--- config.mk ---
export PLATFORM = sky130hd
export DESIGN_NAME = int_ctrl_flat
export DESIGN_NICKNAME = d
export VERILOG_FILES = /design/src/rtl/msp430_pkg.sv /design/src/rtl/int_ctrl_if.sv /design/src/rtl/irq_sync.sv /design/src/rtl/int_ctrl.sv /design/src/flat_wrapper.sv
export SDC_FILE = /design/constraint.sdc
export NUM_CORES = 1
export LEC_CHECK = 0
export CAP_MARGIN = 30
export CORE_UTILIZATION = 49
export CTS_CLUSTER_DIAMETER = 100
export DETAILED_ROUTE_END_ITERATION = 8
export PLACE_DENSITY = 0.83
export SETUP_SLACK_MARGIN = 0.05
export SYNTH_ARGS = -nofsm -noshare
export SYNTH_HDL_FRONTEND = slang
export SYNTH_SLANG_ARGS = --single-unit
--- constraint.sdc ---
create_clock -name clk -period 4 [get_ports clk]
set_input_delay 0.6 -clock clk [delete_from_list [all_inputs] [get_ports clk]]
set_output_delay 0.6 -clock clk [all_outputs]
set_load 0.05 [all_outputs]
--- src/rtl/msp430_pkg.sv ---
// rtl/msp430_pkg.sv - shared FSM encoding and vector constants for the interrupt controller
package msp430_pkg;

  typedef enum logic [1:0] {
    ST_IDLE    = 2'd0,
    ST_REQ     = 2'd1,
    ST_SERVICE = 2'd2
  } int_state_e;

  localparam logic [15:0] VEC_BASE_DEFAULT = 16'hFFE0;
  localparam logic [15:0] NMI_VEC_DEFAULT  = 16'hFFFC;
  localparam logic [3:0]  NMI_NUM          = 4'hF;

endpackage

--- src/rtl/int_ctrl_if.sv ---
// rtl/int_ctrl_if.sv - pipeline/decoder side bus of the interrupt controller
interface int_ctrl_if #(
  parameter int NUM_IRQ = 8
) ();

  logic               GIE;
  logic               en_we;
  logic [NUM_IRQ-1:0] en_wdata;
  logic               int_ack;
  logic               reti;
  logic               int_req;
  logic [15:0]        int_vec;
  logic [3:0]         int_num;
  logic [NUM_IRQ-1:0] int_en;
  logic [NUM_IRQ-1:0] pending;
  logic               busy;

  modport master (
    input  GIE, en_we, en_wdata, int_ack, reti,
    output int_req, int_vec, int_num, int_en, pending, busy
  );

  modport slave (
    output GIE, en_we, en_wdata, int_ack, reti,
    input  int_req, int_vec, int_num, int_en, pending, busy
  );

endinterface

--- src/rtl/irq_sync.sv ---
// rtl/irq_sync.sv - 2-flop synchronizer plus rising-edge detector, one pulse per rise
module irq_sync #(
  parameter int WIDTH = 1
) (
  input  logic             clk,
  input  logic             rst,
  input  logic [WIDTH-1:0] async_i,
  output logic [WIDTH-1:0] edge_o
);

  logic [WIDTH-1:0] meta_q;
  logic [WIDTH-1:0] sync_q;
  logic [WIDTH-1:0] prev_q;

  // Zero reset makes an input already high at release look like one rise.
  always_ff @(posedge clk or negedge rst) begin
    if (!rst) begin
      meta_q <= '0;
      sync_q <= '0;
      prev_q <= '0;
    end else begin
      meta_q <= async_i;
      sync_q <= meta_q;
      prev_q <= sync_q;
    end
  end

  assign edge_o = sync_q & ~prev_q;

endmodule

--- src/rtl/int_ctrl.sv ---
// rtl/int_ctrl.sv - edge-triggered interrupt controller with NMI, fixed priority and a
// non-nesting IDLE/REQ/SERVICE handshake with the instruction decoder
module int_ctrl
  import msp430_pkg::*;
#(
  parameter int          NUM_IRQ  = 8,
  parameter logic [15:0] VEC_BASE = VEC_BASE_DEFAULT,
  parameter logic [15:0] NMI_VEC  = NMI_VEC_DEFAULT
) (
  input  logic               clk,
  input  logic               rst,
  input  logic [NUM_IRQ-1:0] irq_in,
  input  logic               nmi_in,
  int_ctrl_if.master         bus
);

  int_state_e         state_q, state_d;
  logic [NUM_IRQ-1:0] pending_q, pending_d;
  logic [NUM_IRQ-1:0] int_en_q, int_en_d;
  logic               nmi_flag_q, nmi_flag_d;
  logic               sel_nmi_q, sel_nmi_d;
  logic [15:0]        vec_q, vec_d;
  logic [3:0]         num_q, num_d;

  logic [NUM_IRQ-1:0] irq_edge;
  logic               nmi_edge;
  logic [NUM_IRQ-1:0] masked;
  logic [NUM_IRQ-1:0] clr_mask;
  logic               cand_valid;
  logic [3:0]         cand_idx;
  logic               ack_take;

  irq_sync #(.WIDTH(NUM_IRQ)) u_irq_sync (
    .clk     (clk),
    .rst     (rst),
    .async_i (irq_in),
    .edge_o  (irq_edge)
  );

  irq_sync #(.WIDTH(1)) u_nmi_sync (
    .clk     (clk),
    .rst     (rst),
    .async_i (nmi_in),
    .edge_o  (nmi_edge)
  );

  // Ascending scan so the last hit is the highest enabled index.
  always_comb begin
    masked     = pending_q & int_en_q;
    cand_valid = 1'b0;
    cand_idx   = '0;
    for (int i = 0; i < NUM_IRQ; i++) begin
      if (masked[i]) begin
        cand_valid = 1'b1;
        cand_idx   = 4'(i);
      end
    end
  end

  always_ff @(posedge clk or negedge rst) begin
    if (!rst) state_q <= ST_IDLE;
    else      state_q <= state_d;
  end

  always_comb begin
    state_d = state_q;
    case (state_q)
      ST_IDLE:    if (nmi_flag_q || (bus.GIE && cand_valid)) state_d = ST_REQ;
      ST_REQ: begin
        if (bus.int_ack)                   state_d = ST_SERVICE;
        else if (!sel_nmi_q && !bus.GIE)   state_d = ST_IDLE;
      end
      ST_SERVICE: if (bus.reti) state_d = ST_IDLE;
      default:    state_d = ST_IDLE;
    endcase
  end

  always_comb begin
    bus.int_req = (state_q == ST_REQ);
    bus.busy    = (state_q == ST_SERVICE);
    bus.int_vec = vec_q;
    bus.int_num = num_q;
    bus.int_en  = int_en_q;
    bus.pending = pending_q;
  end

  // New edges are OR-ed in after the clear so a coincident set wins.
  always_comb begin
    ack_take = (state_q == ST_REQ) && bus.int_ack;
    clr_mask = '0;
    for (int i = 0; i < NUM_IRQ; i++) begin
      clr_mask[i] = ack_take && !sel_nmi_q && (num_q == 4'(i));
    end
    pending_d  = (pending_q & ~clr_mask) | irq_edge;
    nmi_flag_d = (nmi_flag_q & ~(ack_take & sel_nmi_q)) | nmi_edge;
    int_en_d   = bus.en_we ? bus.en_wdata : int_en_q;

    sel_nmi_d = sel_nmi_q;
    vec_d     = vec_q;
    num_d     = num_q;
    if (state_q == ST_IDLE && state_d == ST_REQ) begin
      sel_nmi_d = nmi_flag_q;
      vec_d     = nmi_flag_q ? NMI_VEC : VEC_BASE + {11'd0, cand_idx, 1'b0};
      num_d     = nmi_flag_q ? NMI_NUM : cand_idx;
    end
  end

  always_ff @(posedge clk or negedge rst) begin
    if (!rst) begin
      pending_q  <= '0;
      int_en_q   <= '0;
      nmi_flag_q <= 1'b0;
      sel_nmi_q  <= 1'b0;
      vec_q      <= '0;
      num_q      <= '0;
    end else begin
      pending_q  <= pending_d;
      int_en_q   <= int_en_d;
      nmi_flag_q <= nmi_flag_d;
      sel_nmi_q  <= sel_nmi_d;
      vec_q      <= vec_d;
      num_q      <= num_d;
    end
  end

endmodule

--- src/flat_wrapper.sv ---
// flat-port wrapper written by rule: the top's interface ports become plain ports
module int_ctrl_flat import msp430_pkg::*;
#(
  parameter int          NUM_IRQ  = 8,
  parameter logic [15:0] VEC_BASE = VEC_BASE_DEFAULT,
  parameter logic [15:0] NMI_VEC  = NMI_VEC_DEFAULT
)
  (clk, rst, irq_in, nmi_in, bus_GIE, bus_en_we, bus_en_wdata, bus_int_ack, bus_reti, bus_int_req, bus_int_vec, bus_int_num, bus_int_en, bus_pending, bus_busy);
  int_ctrl_if #(.NUM_IRQ(NUM_IRQ)) bus_i ();
  input  logic clk;
  input  logic rst;
  input  logic [NUM_IRQ-1:0] irq_in;
  input  logic nmi_in;
  input wire logic [$bits(bus_i.GIE)-1:0] bus_GIE;
  input wire logic [$bits(bus_i.en_we)-1:0] bus_en_we;
  input wire logic [$bits(bus_i.en_wdata)-1:0] bus_en_wdata;
  input wire logic [$bits(bus_i.int_ack)-1:0] bus_int_ack;
  input wire logic [$bits(bus_i.reti)-1:0] bus_reti;
  output wire logic [$bits(bus_i.int_req)-1:0] bus_int_req;
  output wire logic [$bits(bus_i.int_vec)-1:0] bus_int_vec;
  output wire logic [$bits(bus_i.int_num)-1:0] bus_int_num;
  output wire logic [$bits(bus_i.int_en)-1:0] bus_int_en;
  output wire logic [$bits(bus_i.pending)-1:0] bus_pending;
  output wire logic [$bits(bus_i.busy)-1:0] bus_busy;
  assign bus_i.GIE = bus_GIE;
  assign bus_i.en_we = bus_en_we;
  assign bus_i.en_wdata = bus_en_wdata;
  assign bus_i.int_ack = bus_int_ack;
  assign bus_i.reti = bus_reti;
  assign bus_int_req = bus_i.int_req;
  assign bus_int_vec = bus_i.int_vec;
  assign bus_int_num = bus_i.int_num;
  assign bus_int_en = bus_i.int_en;
  assign bus_pending = bus_i.pending;
  assign bus_busy = bus_i.busy;
  int_ctrl #(.NUM_IRQ(NUM_IRQ), .VEC_BASE(VEC_BASE), .NMI_VEC(NMI_VEC)) u_core (.clk(clk), .rst(rst), .irq_in(irq_in), .nmi_in(nmi_in), .bus(bus_i));
endmodule
# --- Word-level counts from Yosys, hierarchy flattened ---
# Index checks and enable logic that the tools add are counted.
classes:
  addsub: 1
  n_div: 0
  n_lt_le_gt_ge: 0
  eq_ne: 10
  shift: 0
  reduce_logical: 18
  multipliers: 0
  n_mux: 22
  bitwise_logic: 12
op_table:
  columns: ["op", "n"]
  rows:
  - ["$and A8 B8 Y8", 3]
  - ["$eq A4 B3 Y1 const B", 4]
  - ["$mux W16", 1]
  - ["$not A8 Y8", 2]
  - ["$logic_and A1 B1 Y1", 13]
  - ["$mux W2", 6]
  - ["$mux W3", 4]
  - ["$mux W1", 9]
  - ["$eq A4 B2 Y1 const B", 2]
  - ["$or A8 B8 Y8", 1]
  - ["$add A6 B5 Y7 const A", 1]
  - ["$pmux W2 S3", 1]
  - ["$eq A2 B1 Y1 const B", 2]
  - ["$eq A4 B1 Y1 const B", 1]
  - ["$logic_not A4 Y1", 1]
  - ["$mux W4", 1]
  - ["$and A1 B1 Y1", 3]
  - ["$eq A2 B2 Y1 const B", 1]
  - ["$logic_not A1 Y1", 2]
  - ["$logic_not A2 Y1", 1]
  - ["$not A1 Y1", 2]
  - ["$logic_or A1 B1 Y1", 1]
  - ["$or A1 B1 Y1", 1]
word_totals:
  regBits: 67
  mem_bits_ro: 0
  mem_bits_rw: 0
  n_memories: 0
  word_cells: 76
  output_inout_bits: 38
  latchBits: 0
  input_bits: 23

# --- Logic depth before layout (Yosys ltp) ---
# Gate-level depths: netlist (run 1).
logic_depth:
  word_depth: 15
  mapped_depth: 5
  mapped_depth_nobuf: 4

# --- By module ---
# From an unflattened synthesis (run 1), not the netlist that was laid out.
hier_totals:
  cells_unflattened: 146
  hier_area_um2: 2040.7
by_module_without_submodules:
  columns: ["mod", "instances", "area_each_um2", "cells_per_inst"]
  rows:
  - ["int_ctrl", 1, 1241.2, 110]
  - ["irq_sync (u_core.u_irq_sync)", 1, 710.7, 32]
  - ["irq_sync (u_core.u_nmi_sync)", 1, 88.8, 4]

# --- Least setup slack after synthesis (run 1) ---
# No wires, ideal clock.
synth_path:
  path_kind: "register to register"
  start: "reg u_core.int_en_q[6], in the netlist u_core.bus.int_en[6]"
  end: "reg u_core.vec_q[4], in the netlist u_core.bus.int_vec[4]"
  t_arrival_ns: 1.897
  setup_slack_ns: 1.978
  period_less_slack_ns: 2.022
  setup_ns: 0.125
  path_stages_with_launch: 6
  required_time_ns: 3.875
  cell_sequence: "dfrtp_1 -> a221o_1 -> nor4_4 -> or2_1 -> buf_4 -> mux2_4"
synth_via:
  elab_chain_len: 9
  elab_cells_between_ends: 13
  classes_between: "add/sub (1); eq/ne (1); mux (7); bitwise (1); reduce/logical (3)"
synth_lines:
  columns: ["element", "line_no", "text"]
  rows:
  - ["start, declared", "int_ctrl.sv:19", "logic [NUM_IRQ-1:0] int_en_q, int_en_d;"]
  - ["start signal, assigned", "int_ctrl.sv:118", "int_en_q <= int_en_d;"]
  - ["$and A8 B8 Y8 *", "int_ctrl.sv:49", "masked = pending_q & int_en_q;"]
  - ["$mux W1 (2 in series)", "int_ctrl.sv:53", "if (masked[i]) begin"]
  - ["$logic_and A1 B1 Y1", "int_ctrl.sv:68", "ST_IDLE: if (nmi_flag_q || (bus.GIE && cand_valid)) state_d = ST_REQ;"]
  - ["$logic_or A1 B1 Y1", "int_ctrl.sv:68", null]
  - ["$mux W2", "int_ctrl.sv:68", null]
  - ["$pmux W2 S3", "int_ctrl.sv:67", "case (state_q)"]
  - ["$eq A2 B1 Y1", "int_ctrl.sv:101", "if (state_q == ST_IDLE && state_d == ST_REQ) begin"]
  - ["$logic_and A1 B1 Y1", "int_ctrl.sv:101", null]
  - ["end signal, assigned", "int_ctrl.sv:121", "vec_q <= vec_d;"]
  - ["end, declared", "int_ctrl.sv:22", "logic [15:0] vec_q, vec_d;"]
# Every way passes the cells marked *; elsewhere a longest branch is shown, timed or not.
# A chain may end at the register's enable or synchronous reset.

# --- Final worst setup path (run 1) ---
layout_path:
  start: "reg u_core.state_q[0]"
  end: "out bus_busy"
layout_via:
  elab_chain_len: 1
layout_lines:
  columns: ["element", "line_no", "text"]
  rows:
  - ["start, declared", "int_ctrl.sv:17", "int_state_e state_q, state_d;"]
  - ["start signal, assigned", "int_ctrl.sv:62", "else state_q <= state_d;"]
  - ["$eq A2 B2 Y1", "int_ctrl.sv:80", "bus.busy = (state_q == ST_SERVICE);"]
  - ["end, declared", "flat_wrapper.sv:24", "output wire logic [$bits(bus_i.busy)-1:0] bus_busy;"]
# Every way passes these cells.

==> results of run 1 <==
## sequential cells by signal, summed over array words and instances (netlist names), 2 cells and up
signal	flops
u_core.u_irq_sync.sync_q	8
u_core.u_irq_sync.prev_q	8
u_core.state_q	2
u_core.bus.int_vec	3
u_core.bus.int_num	3
u_core.bus.int_en	8
u_core.bus.pending	8
u_core.u_irq_sync.meta_q	8
## synthesized netlist by cell type
cell and count:
mux2i_1 1, inv_1 12, dfrtp_1 52, nand3b_1 1
a22oi_1 2, nor4_4 1, nor2_1 2, a21oi_1 2
a211oi_1 1, a221o_1 1, nand2_1 3, mux2_4 1
o21ai_1 1, clkbuf_1 1, o31ai_1 3, nor2b_1 1
a22o_1 3, nand2b_1 4, conb_1 1, mux2_2 8
or3_1 2, or2_1 1, buf_4 16, o21ai_0 24
a32o_1 2
## worst max path at each step
stage / startpoint / to / slack [ns] / cells past startpoint
final: u_core.state_q[0]$_DFF_PN0_ / bus_busy / 1.67 / 3
after global routing: u_core.state_q[0]$_DFF_PN0_ / bus_busy / 1.58 / 3
after CTS: u_core.state_q[0]$_DFF_PN0_ / bus_busy / 1.65 / 3
after detailed placement: bus_int_ack / u_core.bus.pending[0]$_DFF_PN0_ / 1.87 / 5
after global placement: bus_GIE / u_core.bus.int_vec[4]$_DFFE_PN0P_ / 2.00 / 4
after floorplan: u_core.bus.int_en[6]$_DFFE_PN0P_ / u_core.bus.int_vec[4]$_DFFE_PN0P_ / 1.98 / 5
## cell type report
type                       instances  share of cell area [%]
clock inverter                     3                    1.65
inverter                          12                    1.75
multi-input combinational         65                    17.6
timing repair buffer              60                    23.5
clock buffer                       5                    2.67
tap                               48                    2.33
sequential                        52                    50.5
## placed cells by master (no fill, tap or decap), drive strengths merged
master	count
a211oi	1
or3	2
clkinv	1
clkinvlp	1
nand2	3
o21ai	25
clkbuf	5
inv	12
a32o	2
o31ai	3
dfrtp	52
nor2b	1
a22o	3
mux2i	1
nor2	2
bufinv	1
nand2b	4
conb	1
a21oi	2
or2	1
nor4	1
buf	2
mux2	9
nand3b	1
clkdlybuf4s50	58
a221o	1
a22oi	2
## worst max-delay path, delay by kind of cell, from the launching register on
family | cells | cell delay, ns
flip-flops | 1 | 0.41
buffers and inverters | 2 | 0.87
AND/OR/NAND/NOR | 1 | 0.16
## per-layer routing
metal,vias up,GRT usage (%),wire [um],share of wire [%]
met3,8,4.93,245,7.0
met4,0,8.61,64,1.8
met2,68,32.1,1830,52
met5,-,0,0,0
li1,589,-,-,-
met1,591,20.9,1360,39
## cells by family after synthesis
| kind of cell | Yosys count | share of synthesized area (%) |
|---|---|---|
| buffers and inverters | 29 | 8.78 |
| flip-flops | 52 | 67.7 |
| other | 1 | 0.195 |
| AO/OA/AOI/OAI | 39 | 12.3 |
| AND/OR/NAND/NOR | 15 | 5.08 |
| multiplexers | 10 | 5.99 |
## power groups by stage
stage	Sequential [mW]	Combinational, mW	Clock, mW
3_3_place_gp	0.669	0.480	0
5_1_grt	0.678	0.525	0.374
6_report	0.668	0.496	0.341
3_5_place_dp	0.676	0.495	0
4_1_cts	0.665	0.498	0.349
2_1_floorplan	0.758	0.252	0
==> flow_metrics.py, run 1 <==
metrics = {
    "logic_synthesis": {
        "ys.warnings.count": 0,
        "synth_top_area_cell": "dfrtp_1",
        "synthTopCellsByArea": "dfrtp_1, o21ai_0, buf_4",
        "ys_types": 25,
        "syn_nets": 169,
        "synth_cells": 146,
        "syn-cell-area_um2": 1920,
        "synth_seq_cells": 52,
        "syn_area_per_cell_um2": 13.2,
        "synth_top_area_share_pct": 67.7,
        "seq_area_frac_synth_pct": 67.7,
    },
    "place": {
        "hpwl_um": 2660,
        "gp_congestion": 0.854,
        "dpl_cell_area_um2": 2460,
        "pre_cts_ws_ns": 1.87,
        "dp_cells": 237,
        "port_buffers": 59,
    },
    "routing": {
        "routedWlPerCell_um": 14.3,
        "drtPass1Iterations": 4,
        "drc_errors": 0,
        "ant_nets": 0,
        "drtIter0Drc": 63,
        "num_vias": 1256,
        "viasPerCell": 5.13,
        "wl_um": 3510,
    },
    "pwr": {
        "switching_share_pct": 36.5,
        "combPwrFrac_pct": 32.9,
        "pwr-share-seq_pct": 44.4,
        "power.density_nw_per_um2": 584,
        "peakVddDrop_mv": 0.272,
        "p_leak_nw": 1.11,
        "p_int_mw": 0.956,
        "p_switching_mw": 0.549,
        "finalPower_mw": 1.50,
        "clkPwrFrac_pct": 22.7,
    },
    "critical_path": {
        "cp-end-kind": "output pin",
        "cp_cell_sequence": "nand2b_1 -> inv_1 -> clkdlybuf4s50_1",
        "cp.arrival_ns": 1.73,
        "crit_required_ns": 3.40,
        "reg2reg_from": "u_core.bus.int_en[6]$_DFFE_PN0P_",
        "start_kind": "flip-flop",
        "slowest_delay_ns": 0.81,
        "critical_path_class": "reg2out",
        "path_max_fanout": 4,
        "reg2reg_slack_ns": 2.08,
        "cpMaxStageDelayCell": "clkdlybuf4s50_1",
        "r2r_cells": 4,
        "rr_endpoint": "u_core.bus.int_vec[4]$_DFFE_PN0P_",
    },
    "grt": {
        "grt_use_total_pct": 18.4,
        "grt.overflow.total": 0,
        "grt_pass1_wl_um": 5740,
        "grt_pass1_vias": 1304,
        "grt_start_max_net_pins": 38,
        "grt_antenna_before_repair": 0,
    },
    "cells_and_area": {
        "multi_input_area_um2": 453,
        "post_route_cells_drive_above_1_share_pct": 10.2,
        "fillers": 270,
        "nets": 219,
        "final_cell_count_no_fill": 245,
        "diodes": 0,
        "final_core_util_pct": 69.3,
        "seq_area_um2": 1300,
        "syn_to_final_growth_pct": 34.0,
        "fin_area_um2": 2580,
    },
    "floorplan": {
        "die_x_um": 64.6,
        "die_height_um": 64.6,
        "boundaryPins": 61,
        "fp-row-count": 22,
        "initial_utilization_pct": 51.8,
        "coreArea_um2": 3720,
        "die_area_um2": 4180,
    },
    "min_path": {
        "min_path_type": "in2async",
    },
    "clock_tree": {
        "ctsResizeCount": 0,
        "cts_buffers": 5,
        "clock-sinks": 52,
        "post_cts_buffers": 0,
        "cts-hold-fix-buffers": 0,
        "cts.path.max_buffers": 2,
        "cts-root-buf": "clkbuf_8",
        "clock_latency_ns": 0.29,
        "htreeDepth": 2,
        "cts_tree": "yes",
        "clkTransAtPathRegs_ns": 0.09,
    },
    "timing": {
        "rsz0062_at_grt": "false",
        "skew_ns": 0.00495,
        "worst_pin_slew_ns": 0.531,
        "slew_headroom_pct": 64.5,
        "timing.final.ws_setup_ns": 1.67,
        "finalCriticalPeriod_ns": 2.33,
        "report.final.hold_viol_count": 0,
        "finalCritPeriodShare_pct": 58.3,
        "fin_tns_setup_ns": 0,
        "setup_viol": 0,
        "hold_slack_ns": 0.216,
        "slew_violations": 0,
        "fmax_mhz": 429,
    },
    "outcome": {
        "outcome": "finished, final reports clean",
    },
    "run": {
        "maxCapViolations": 0,
    },
}
Note: power is estimated with default switching activity, not from simulation.
==> run 2: changes to the inputs <==
- CORE_UTILIZATION: 49 -> 41
- PLACE_DENSITY: 0.83 -> 0.74
- clock period: 4 -> 2.1 ns (I/O delays scaled with it)
==> run 2 against run 1 <==
  * The run now ends with design-rule violations left
  * First-iteration DRC count up 9.5%
  * Clock skew up 0.0056 ns
  * Design area about the same
  * Setup slack worse by 1.6 ns
  * Wire length unchanged
  * Global-route usage down 2.6 points
  * Critical path type unchanged
  * Critical endpoint is now bus_int_vec[2]
==> flow_metrics.py, run 2 (synthesis results as in run 1) <==
metrics = {
    "outcome": {
        "outcome": "finished with violations",
        "violations": "design-rule violations",
    },
    "clock_tree": {
        "ctsResizeCount": 0,
        "cts.path.max_buffers": 2,
        "clock-sinks": 52,
        "post_cts_buffers": 0,
        "cts_tree": "yes",
        "clock_latency_ns": 0.31,
        "clkTransAtPathRegs_ns": 0.10,
        "cts-root-buf": "clkbuf_8",
        "htreeDepth": 2,
        "cts-hold-fix-buffers": 0,
        "cts_buffers": 5,
    },
    "routing": {
        "routedWlPerCell_um": 14.1,
        "viasPerCell": 5.01,
        "drtPass1Iterations": 7,
        "wl_um": 3510,
        "ant_nets": 0,
        "drc_errors": 18,
        "drtIter0Drc": 69,
        "num_vias": 1248,
    },
    "place": {
        "dp_cells": 241,
        "gp_congestion": 0.843,
        "port_buffers": 59,
        "dpl_cell_area_um2": 2460,
    },
    "floorplan": {
        "fp-row-count": 24,
        "die_x_um": 70.5,
        "coreArea_um2": 4440,
        "die_height_um": 70.5,
        "initial_utilization_pct": 43.3,
        "boundaryPins": 61,
        "die_area_um2": 4970,
    },
    "pwr": {
        "p_leak_nw": 1.11,
        "switching_share_pct": 38.4,
        "clkPwrFrac_pct": 20.4,
        "p_switching_mw": 1.06,
        "combPwrFrac_pct": 33.7,
        "peakVddDrop_mv": 0.500,
        "power.density_nw_per_um2": 1070,
        "p_int_mw": 1.70,
        "pwr-share-seq_pct": 45.9,
    },
    "critical_path": {
        "critPathTopFamily": "buffers and inverters",
        "cp.arrival_ns": 1.68,
        "cpMaxStageDelayCell": "clkdlybuf4s50_1",
        "rr_endpoint": "u_core.bus.int_vec[4]$_DFFE_PN0P_",
        "reg2reg_from": "u_core.bus.int_en[6]$_DFFE_PN0P_",
        "start_kind": "flip-flop",
        "reg2reg_slack_ns": 0.21,
        "r2r_cells": 4,
        "critical_path_class": "reg2out",
        "slowest_delay_ns": 0.86,
        "path_max_fanout": 8,
        "crit_required_ns": 1.78,
        "cp-end-kind": "output pin",
        "cp_cell_sequence": "clkdlybuf4s50_1",
        "cp_num_buf_inv": 1,
    },
    "timing": {
        "rsz0062_at_grt": "false",
        "slew_violations": 0,
        "finalCritPeriodShare_pct": 95.1,
        "setup_viol": 0,
        "slew_headroom_pct": 59.0,
        "finalCriticalPeriod_ns": 2.00,
        "fin_tns_setup_ns": 0,
        "report.final.hold_viol_count": 0,
        "hold_slack_ns": 0.102,
        "fmax_mhz": 501,
        "skew_ns": 0.0105,
        "worst_pin_slew_ns": 0.616,
    },
    "cells_and_area": {
        "final_core_util_pct": 58.0,
        "mostFrequentLayoutCells": "dfrtp_1, clkdlybuf4s50_1, o21ai_0",
        "fillers": 362,
        "final_cell_count_no_fill": 249,
        "syn_to_final_growth_pct": 34.0,
        "mostFrequentLayoutCell": "dfrtp_1",
        "nets": 219,
        "fin_area_um2": 2580,
        "post_route_cells_drive_above_1_share_pct": 10.2,
        "diodes": 0,
    },
    "grt": {
        "grt_use_total_pct": 15.8,
        "grt.overflow.total": 0,
        "grt_antenna_before_repair": 0,
        "grt_start_max_net_pins": 53,
        "grt_pass1_vias": 1295,
        "grt_pass1_wl_um": 5950,
    },
    "run": {
        "maxCapViolations": 0,
    },
    "min_path": {
        "min_path_type": "in2async",
    },
}
-- run 2: cell types whose count changed in the layout (fill, tap and decap cells not counted) --
cell / delta
clkdlybuf4s50_1: -11
bufinv_16: -1
buf_12: -1
dlymetal6s2s_1: +11
clkinv_2: -1
clkinv_4: +1
buf_4: +1
clkinvlp_4: +1
-- run 2: final cells by class --
class / instances / area (um^2) / area share (%)
sequential: 52 / 1300 / 50.5
timing repair buffer: 60 / 621 / 24.1
multi-input combinational: 65 / 453 / 17.6
clock buffer: 5 / 68.8 / 2.67
tap: 52 / 65.1 / 2.52
inverter: 12 / 45.0 / 1.75
clock inverter: 3 / 23.8 / 0.922
-- run 2: power groups by stage --
stage | Combinational [mW] | Sequential (mW) | Clock (mW)
after floorplan | 0.479 | 1.44 | 0
after global placement | 0.928 | 1.27 | 0
after detailed placement | 0.939 | 1.28 | 0
after CTS | 0.944 | 1.26 | 0.580
after global routing | 0.985 | 1.29 | 0.622
final | 0.931 | 1.27 | 0.563
-- run 2: layer usage --
| metal | GRT usage, % | vias up | routed length [um] |
|---|---|---|---|
| li1 | - | 586 | - |
| met4 | 4.08 | 0 | 36 |
| met1 | 18.0 | 601 | 1300 |
| met5 | 0 | - | 0 |
| met2 | 28.4 | 56 | 1870 |
| met3 | 5.19 | 5 | 299 |
-- run 2: worst max path at each step --
| stage | end | depth (start not counted) | slack (ns) | from |
|---|---|---|---|---|
| finish | bus_int_vec[2] | 1 | 0.10 | u_core.bus.int_num[1]$_DFFE_PN0P_ |
| global route | bus_int_vec[8] | 1 | 0.06 | u_core.bus.int_vec[14]$_DFFE_PN0P_ |
| CTS | bus_busy | 3 | 0.06 | u_core.state_q[0]$_DFF_PN0_ |
| detailed placement | u_core.bus.int_vec[4]$_DFFE_PN0P_ | 4 | 0.23 | u_core.bus.int_en[6]$_DFFE_PN0P_ |
| global placement | u_core.bus.int_vec[4]$_DFFE_PN0P_ | 4 | 0.26 | u_core.bus.int_en[6]$_DFFE_PN0P_ |
| floorplan | u_core.bus.int_vec[4]$_DFFE_PN0P_ | 5 | 0.08 | u_core.bus.int_en[6]$_DFFE_PN0P_ |
-- run 2: through the flow --
stage               total power, mW  setup WS [ns]
global placement               2.20          0.258
floorplan                      1.92         0.0779
global route                   2.89         0.0610
CTS                            2.79         0.0561
finish                         2.76          0.104
detailed placement             2.22          0.229
==> run 3: changes to the inputs <==
- RECOVER_POWER: default -> 25
==> run 3 against run 2 <==
  * Via count hardly changed
  * Wire length is 0.40% higher
  * Non-clock buffer count stayed put
  * Sequential power hardly changed
  * Clock power hardly changed
  * Total power is 0.15% lower
  * Largest cell class unchanged
  * The flow still finishes with violations (design-rule violations)
  * Setup slack hardly changed
==> flow_metrics.py, run 3 (synthesis results as in run 1) <==
metrics = {
    "cells_and_area": {
        "fillers": 363,
        "post_route_cells_drive_above_1_share_pct": 10.2,
        "multi_input_area_um2": 453,
        "diodes": 0,
        "mostFrequentLayoutCells": "dfrtp_1, clkdlybuf4s50_1, o21ai_0",
        "syn_to_final_growth_pct": 33.9,
        "seq_area_um2": 1300,
        "nets": 219,
        "mostFrequentLayoutCell": "dfrtp_1",
    },
    "routing": {
        "drtIter0Drc": 86,
        "ant_nets": 0,
        "drc_errors": 18,
        "drtPass1Iterations": 7,
        "num_vias": 1247,
        "wl_um": 3520,
        "routedWlPerCell_um": 14.1,
        "viasPerCell": 5.01,
    },
    "run": {
        "maxCapViolations": 0,
    },
    "critical_path": {
        "reg2reg_slack_ns": 0.21,
        "crit_path_end": "bus_int_vec[2]",
        "r2r_cells": 4,
        "critical_path_class": "reg2out",
        "cp.arrival_ns": 1.68,
        "cpMaxStageDelayCell": "clkdlybuf4s50_1",
        "critPathTopFamily": "buffers and inverters",
        "worstSetupStartpoint": "u_core.bus.int_num[1]$_DFFE_PN0P_",
        "cp.depth": 1,
        "rr_endpoint": "u_core.bus.int_vec[4]$_DFFE_PN0P_",
        "crit_required_ns": 1.78,
        "start_kind": "flip-flop",
        "path_max_fanout": 8,
        "cp_cell_sequence": "clkdlybuf4s50_1",
        "slowest_delay_ns": 0.86,
        "cp-end-kind": "output pin",
        "cp_num_buf_inv": 1,
        "reg2reg_from": "u_core.bus.int_en[6]$_DFFE_PN0P_",
    },
    "timing": {
        "finalCritPeriodShare_pct": 95.1,
        "setup_viol": 0,
        "report.final.hold_viol_count": 0,
        "fmax_mhz": 501,
        "skew_ns": 0.0107,
        "slew_violations": 0,
        "worst_pin_slew_ns": 1.21,
        "fin_tns_setup_ns": 0,
        "rsz0062_at_grt": "false",
        "slew_headroom_pct": 19.3,
        "finalCriticalPeriod_ns": 2.00,
        "hold_slack_ns": 0.328,
    },
    "floorplan": {
        "boundaryPins": 61,
        "fp-row-count": 24,
        "die_area_um2": 4970,
        "initial_utilization_pct": 43.3,
        "coreArea_um2": 4440,
        "die_x_um": 70.5,
        "die_height_um": 70.5,
    },
    "min_path": {
        "min_path_type": "in2async",
    },
    "grt": {
        "grt_pass1_wl_um": 5950,
        "grt_pass1_vias": 1295,
        "grt.overflow.total": 0,
        "grt_start_max_net_pins": 53,
        "grt_antenna_before_repair": 0,
        "grt_use_total_pct": 15.8,
    },
    "place": {
        "gp_congestion": 0.843,
        "port_buffers": 59,
    },
    "pwr": {
        "p_leak_nw": 1.11,
        "peakVddDrop_mv": 0.500,
        "power.density_nw_per_um2": 1070,
    },
    "clock_tree": {
        "cts.path.max_buffers": 2,
        "cts-root-buf": "clkbuf_8",
        "htreeDepth": 2,
        "cts-hold-fix-buffers": 0,
        "clock_latency_ns": 0.31,
        "clkTransAtPathRegs_ns": 0.10,
        "cts_buffers": 5,
        "clock-sinks": 52,
        "cts_tree": "yes",
        "post_cts_buffers": 0,
    },
    "outcome": {
        "outcome": "finished with violations",
        "violations": "design-rule violations",
    },
}
## run 3: cell types whose count changed in the layout (fill, tap and decap cells not counted)
cell,change
clkdlybuf4s50_1,-9
dlygate4sd3_1,+9
buf_4,-1
clkbuf_2,+1
## run 3: area by class of cell
cell class                      count  share of cell area, %
Tap cell                           52                   2.53
Inverter                           12                   1.75
Clock inverter                      3                  0.923
Multi-Input combinational cell     65                   17.6
Clock buffer                        5                   2.67
Timing Repair Buffer               60                   24.0
Sequential cell                    52                   50.5
## run 3: per-stage QoR
step	power, mW	std cells	worst slack, ns	util, %	cell area (um^2)
final	2.75	249	0.104	57.9	2570
after global routing	2.89	249	0.0610	57.9	2570
after CTS	2.79	249	0.0561	57.4	2550
after detailed placement	2.22	241	0.229	55.3	2460
after global placement	2.20	241	0.258	55.3	2460
after floorplan	1.92	146	0.0779	-	1920
## run 3: metal layers
layer,vias up,GRT usage [%],share of wire (%)
met1,607,18.0,38
li1,586,-,-
met5,-,0,0
met3,4,5.19,7.8
met2,50,28.4,54
met4,0,4.08,0.82
## run 3: repair_timing
| item | CTS | global route |
|---|---|---|
| resized for setup | 0 | 11 |
| endpoints found under the hold margin | 0 | 0 |
| setup endpoints to repair | 0 | 13 |
## run 3: power breakdown
| part | total, mW | internal, mW | switching [mW] |
|---|---|---|---|
| clock network | 0.563 | 0.236 | 0.327 |
| registers | 1.27 | 1.12 | 0.143 |
| logic | 0.927 | 0.336 | 0.590 |
| total | 2.75 | 1.70 | 1.06 |
## run 3: how the worst min path moves through the flow
stage / start / cells after the start / to / slack (ns)
finish: rst / 2 / u_core.bus.pending[3]$_DFF_PN0_ / 0.33
global route: u_core.u_irq_sync.meta_q[5]$_DFF_PN0_ / 0 / u_core.u_irq_sync.sync_q[5]$_DFF_PN0_ / 0.36
CTS: rst / 2 / u_core.bus.pending[3]$_DFF_PN0_ / 0.12
detailed placement: u_core.u_irq_sync.meta_q[0]$_DFF_PN0_ / 0 / u_core.u_irq_sync.sync_q[0]$_DFF_PN0_ / 0.33
global placement: u_core.u_irq_sync.meta_q[5]$_DFF_PN0_ / 0 / u_core.u_irq_sync.sync_q[5]$_DFF_PN0_ / 0.33
floorplan: rst / 0 / u_core.bus.int_en[0]$_DFFE_PN0P_ / 0.02
